===== src/rtl/alu_pkg.sv =====
// ALU operation encodings shared by the ALU share arbiter and its neighbours.
package alu_pkg;
  localparam logic [3:0] ALU_PASS = 4'd0;
  localparam logic [3:0] ALU_AND  = 4'd1;
  localparam logic [3:0] ALU_OR   = 4'd2;
  localparam logic [3:0] ALU_ADDU = 4'd3;
  localparam logic [3:0] ALU_XOR  = 4'd4;
  localparam logic [3:0] ALU_NOR  = 4'd5;
  localparam logic [3:0] ALU_SUBU = 4'd6;
  localparam logic [3:0] ALU_SLT  = 4'd7;
  localparam logic [3:0] ALU_SLL  = 4'd8;
  localparam logic [3:0] ALU_SRL  = 4'd9;
  localparam logic [3:0] ALU_SRA  = 4'd10;
  localparam logic [3:0] ALU_ADD  = 4'd11;
  localparam logic [3:0] ALU_SUB  = 4'd12;
endpackage


===== src/rtl/alu_share_arbiter_rr_arbiter.sv =====
// Combinational round-robin picker: first asserted request at or above ptr, wrapping mod NREQ.
module rr_arbiter #(
  parameter int NREQ = 2,
  parameter int IDW  = 2
) (
  input  logic [NREQ-1:0] req,
  input  logic [IDW-1:0]  ptr,
  output logic [IDW-1:0]  gnt,
  output logic            gnt_valid
);
  always_comb begin
    gnt       = '0;
    gnt_valid = 1'b0;
    for (int k = 0; k < NREQ; k++) begin
      int j;
      j = int'(ptr) + k;
      if (j >= NREQ) j = j - NREQ;
      if (!gnt_valid && req[j]) begin
        gnt       = IDW'(j);
        gnt_valid = 1'b1;
      end
    end
  end
endmodule


===== src/rtl/alu_share_arbiter.sv =====
// Shares one external combinational ALU among NREQ requesters with a single
// registered, requester-tagged response slot and a saturating overflow counter.
module alu_share_arbiter
  import alu_pkg::*;
#(
  parameter int NREQ = 2,
  parameter int IDW  = 2,
  parameter int OFCW = 16
) (
  input  logic               clk,
  input  logic               resetn,
  input  logic [NREQ-1:0]    req_valid,
  output logic [NREQ-1:0]    req_ready,
  input  logic [4*NREQ-1:0]  req_op,
  input  logic [32*NREQ-1:0] req_rs,
  input  logic [32*NREQ-1:0] req_rt,
  input  logic [5*NREQ-1:0]  req_sa,
  output logic [3:0]         alu_op,
  output logic [31:0]        alu_rs,
  output logic [31:0]        alu_rt,
  output logic [4:0]         alu_sa,
  input  logic [31:0]        alu_rd,
  input  logic               alu_zf,
  input  logic               alu_of,
  output logic               rsp_valid,
  input  logic               rsp_ready,
  output logic [IDW-1:0]     rsp_id,
  output logic [31:0]        rsp_rd,
  output logic               rsp_zf,
  output logic               rsp_of,
  output logic [OFCW-1:0]    of_count
);
  logic [IDW-1:0] rr_ptr;
  logic [IDW-1:0] gnt;
  logic           gnt_valid;
  logic           can_accept;
  logic           accept;

  rr_arbiter #(.NREQ(NREQ), .IDW(IDW)) u_rr (
    .req       (req_valid),
    .ptr       (rr_ptr),
    .gnt       (gnt),
    .gnt_valid (gnt_valid)
  );

  // Gated by resetn so no requester sees a handshake while reset is held.
  assign can_accept = resetn & (~rsp_valid | rsp_ready);
  assign accept     = can_accept & gnt_valid;

  always_comb begin
    req_ready = '0;
    if (accept) req_ready[gnt] = 1'b1;
  end

  // ALU sees the granted request even while stalled; idle drives PASS with zero operands.
  always_comb begin
    alu_op = ALU_PASS;
    alu_rs = '0;
    alu_rt = '0;
    alu_sa = '0;
    if (gnt_valid) begin
      alu_op = req_op[4*int'(gnt) +: 4];
      alu_rs = req_rs[32*int'(gnt) +: 32];
      alu_rt = req_rt[32*int'(gnt) +: 32];
      alu_sa = req_sa[5*int'(gnt) +: 5];
    end
  end

  always_ff @(posedge clk or negedge resetn) begin
    if (!resetn) begin
      rr_ptr    <= '0;
      rsp_valid <= 1'b0;
      rsp_id    <= '0;
      rsp_rd    <= '0;
      rsp_zf    <= 1'b0;
      rsp_of    <= 1'b0;
      of_count  <= '0;
    end else begin
      if (accept) begin
        rr_ptr    <= (int'(gnt) == NREQ-1) ? '0 : gnt + 1'b1;
        rsp_valid <= 1'b1;
        rsp_id    <= gnt;
        rsp_rd    <= alu_rd;
        rsp_zf    <= alu_zf;
        rsp_of    <= alu_of;
        if (alu_of && !(&of_count)) of_count <= of_count + 1'b1;
      end else if (rsp_ready) begin
        rsp_valid <= 1'b0;
      end
    end
  end
endmodule


===== config.mk =====
export PLATFORM = sky130hd
export DESIGN_NAME = alu_share_arbiter
export DESIGN_NICKNAME = d
export VERILOG_FILES = /design/src/rtl/alu_pkg.sv /design/src/rtl/alu_share_arbiter_rr_arbiter.sv /design/src/rtl/alu_share_arbiter.sv
export SDC_FILE = /design/constraint.sdc
export NUM_CORES = 1
export LEC_CHECK = 0
export BUFFER_PORTS_ARGS = -buffer_cell sky130_fd_sc_hd__buf_2
export CAP_MARGIN = 20
export CORE_AREA = 2 2 122 124
export DETAILED_ROUTE_END_ITERATION = 7
export DIE_AREA = 0 0 124 126
export PLACE_DENSITY = 0.54
export SYNTH_ARGS = -nofsm -noshare
export SYNTH_HDL_FRONTEND = slang
export SYNTH_HIERARCHICAL = 1
export SYNTH_SLANG_ARGS = --single-unit

===== constraint.sdc =====
create_clock -name clk -period 4.2 [get_ports clk]
set_input_delay 0.84 -clock clk [delete_from_list [all_inputs] [get_ports clk]]
set_output_delay 0.84 -clock clk [all_outputs]
set_load 0.01 [all_outputs]

==> run summary <==
Cell Pwr Density: 319 nW/um^2
Number of maximum-capacitance violations: 0
Die area: 15600 sq um
Post-synthesis average cell area: 8.28 sq um
Leakage power figure: 3.16 nW
Net switching component of the power: 0.000600 W
Reg clk slew, reported paths: 0.07 ns
Total wire length after detailed routing: 13600 microns
Largest driver fanout on the critical path: 36
Type of the most critical hold path: flop to flop
First drt pass iteration count: 4
Unrepaired setup endpoints after global routing: no
Average vias per placed instance: 4.26
Bufs and invs on worst path: 3
Placed Instances: 895
Die boundary width: 124 microns
Count of state elements after synthesis: 55
Total GRT Usage: 17.1%
Via count of the first global-routing pass: 3842
CP cell instances: buf_2 -> a21boi_4 -> buf_12 -> mux2i_1 -> nor2_1 -> buf_2
Number of nets at the end of the flow: 904
Pin count of the biggest net entering global routing: 57
Residual overflow from global routing: 0
Root cell of the clock tree: sky130_fd_sc_hd__clkbuf_16
Vias after detailed routing: 3850
Num CTS Buffers: 5
Hold_buf cts: 0
Dominant cell type by area after synthesis: sky130_fd_sc_hd__dfrtp_1
Port Buf Inserts: 312
Final sum of negative setup slack: 0 ns
Ant. Diodes: 0
Post-synthesis instance area: 3440 sq um
Crit path DAT: 2.42 ns
Worst slew margin relative to its limit: 52.4%
Buffer depth of the longest clock path: 2
Global placer's final weighted congestion: 0.798
Fmax: 0.307 GHz
Half-perimeter wire length after detailed placement: 11100 microns
Share of the synthesized area in the top cell type: 40.1%
Total number of H-tree levels: 2
Ports placed on the boundary: 313
Post-Layout Cell Count: 903
Signed area change from the synthesized netlist to the final layout: 56.7%
Number of filler cells placed in the layout: 1571
Clock sink count: 55
Relative contribution of the clock network to total power: 24.2%
Worst-Skew Late Latency: 0.29 ns
Max rail drop VDD: 179 uV
Least-Margin Pin Slew: 0.714 ns
Internal power component: 0.00112 W
Count of distinct cell types in the synthesized netlist: 29
Clock Skew: 0.00580 ns
Critical Path End Type: output pin
Post CTS Setup Buffer Count: 0
Share of cells above drive strength 1: 47.1%
Combinational share of power: 36.6%
Final setup vio count: 0
Final hold violation count: 0
Worst setup SP type: primary input
Yosys warning count: 6
Final period demand of the worst path: 3.26 ns
Final worst path period share: 77.5%
Part of the Yosys area used for sequential elements: 40.1%
Post-route DRC: 0
Starting density of the core: 24.0%
Critical path's top delay family: buffers and inverters
1st-iter DRT viols: 144
Post-Synthesis Net Count: 601
CP max stage delay: 0.55 ns
Antenna-violating nets left: 0
Worst Path Class, Setup: primary input to output pin
Most common flop cell mapped by yosys: sky130_fd_sc_hd__dfrtp_1
Count of pins over their slew limit: 0
Critical path's slowest cell: sky130_fd_sc_hd__a21boi_4
Top cell by count, worst path: sky130_fd_sc_hd__buf_2
Core box area: 14300 sq um
Floorplan die height: 126 microns
Instance count of the mapped netlist: 415
Routed length per instance: 15.1 microns
Number of antenna violations at the first check in global routing: 0
Global-route wire length before repair: 20800 microns
Switching share of power: 34.9%
Run status: complete, no violations
Number of flops mapped to enable cells by yosys: 0
Sequential Power Share: 39.2%
Synth async-reset ratio: 100%
Clock tree from TritonCTS: built
Biggest area contributors in the synthesized netlist: sky130_fd_sc_hd__dfrtp_1 (40%), sky130_fd_sc_hd__mux2i_1 (22%), sky130_fd_sc_hd__nand2_1 (13%), sky130_fd_sc_hd__nor2_1 (8.3%), sky130_fd_sc_hd__xor2_1 (3.1%)
Hold slack: 0.468 ns
Required time of the critical path: 3.36 ns
Total number of placement rows: 44
Cells resized by post-CTS repair: 0
-- per-layer routing --
metal | GRT usage, % | routed length (microns) | up-vias
met5 | 0 | 0 | -
met3 | 4.30 | 1140 | 11
li1 | - | - | 1964
met4 | 3.70 | 173 | 0
met2 | 31.2 | 6930 | 158
met1 | 19.9 | 5400 | 1717
-- area by class of cell --
class / count / area, sq um / area share [%]
repair buffers: 322 / 1660 / 30.9
clock inverters: 3 / 25.0 / 0.465
flip-flops and latches: 55 / 1380 / 25.6
well taps: 184 / 230 / 4.28
multi-input cells: 332 / 1960 / 36.4
inverters: 2 / 7.51 / 0.139
clock buffers: 5 / 125 / 2.32
-- metrics by stage --
stage | setup WS (ns) | util [%] | area [sq um] | power (W)
2_1_floorplan | 1.40 | - | 3440 | 0.00100
3_3_place_gp | 0.936 | 36.6 | 5230 | 0.00132
3_5_place_dp | 0.912 | 36.6 | 5230 | 0.00132
4_1_cts | 0.904 | 37.6 | 5380 | 0.00176
5_1_grt | 0.821 | 37.6 | 5380 | 0.00184
6_report | 0.944 | 37.6 | 5380 | 0.00172
-- power by group through the flow --
stage	Clock (W)	Sequential [W]	Combinational [W]
finish	0.000417	0.000673	0.000629
global route	0.000449	0.000688	0.000702
CTS	0.000440	0.000674	0.000643
detailed placement	0	0.000684	0.000639
global placement	0	0.000682	0.000639
floorplan	0	0.000717	0.000283
-- layout by cell type, fill, tap and decap left out, types with 5 or more instances in the layout --
| cell | netlist | routed |
|---|---|---|
| sky130_fd_sc_hd__xor2_1 | 12 | 12 |
| sky130_fd_sc_hd__buf_2 | 9 | 312 |
| sky130_fd_sc_hd__buf_4 | 0 | 8 |
| sky130_fd_sc_hd__nor3_1 | 7 | 7 |
| sky130_fd_sc_hd__dfrtp_1 | 55 | 55 |
| sky130_fd_sc_hd__nand4_1 | 5 | 5 |
| sky130_fd_sc_hd__nor4_1 | 6 | 6 |
| sky130_fd_sc_hd__nand2_1 | 123 | 123 |
| sky130_fd_sc_hd__nand3_1 | 5 | 5 |
| sky130_fd_sc_hd__nor2_1 | 76 | 76 |
| sky130_fd_sc_hd__clkbuf_16 | 0 | 5 |
| sky130_fd_sc_hd__mux2i_1 | 74 | 74 |
-- synth_stat cells, types with 5 or more instances --
cell type	count
sky130_fd_sc_hd__nor4_1	6
sky130_fd_sc_hd__xor2_1	12
sky130_fd_sc_hd__nand3_1	5
sky130_fd_sc_hd__dfrtp_1	55
sky130_fd_sc_hd__mux2i_1	74
sky130_fd_sc_hd__nand4_1	5
sky130_fd_sc_hd__nand2_1	123
sky130_fd_sc_hd__nor2_1	76
sky130_fd_sc_hd__buf_2	9
sky130_fd_sc_hd__nor3_1	7
sky130_fd_sc_hd__clkbuf_1	17
-- worst min-delay path, cell delays in order (launching register included) --
cell and delay [ns]:
sky130_fd_sc_hd__dfrtp_1 0.34, sky130_fd_sc_hd__nand2_1 0.05, sky130_fd_sc_hd__nand2_1 0.05
-- worst paths after layout --
path,startpoint,endpoint,slack [ns],cells past startpoint
setup / recovery,req_valid[1],alu_rt[3],0.94,6
hold / removal,rsp_rd[23],rsp_rd[23],0.47,2
setup reg to reg,of_count[0],of_count[1],2.34,5
min in group asynchronous,resetn,of_count[4],0.71,2
hold reg to reg,rsp_rd[23],rsp_rd[23],0.47,2
max in group asynchronous,resetn,rsp_rd[29],3.02,2
-- registers in the layout, indices dropped and copies added, names as in the netlist --
name and cells:
of_count 16, rr_ptr 2, rsp_id 2, rsp_of 1
rsp_rd 32, rsp_valid 1, rsp_zf 1
-- logic make-up after synthesis --
group | after synthesis | share of synthesized area, %
AND/OR/NAND/NOR | 239 | 30.0
flip-flops | 55 | 40.1
multiplexers | 77 | 22.7
XOR/XNOR | 12 | 3.06
adder cells (fa/ha/maj) | 1 | 0.364
buffers and inverters | 28 | 3.39
AO/OA/AOI/OAI | 3 | 0.510
No activity file was read; power rests on OpenSTA's default activity.
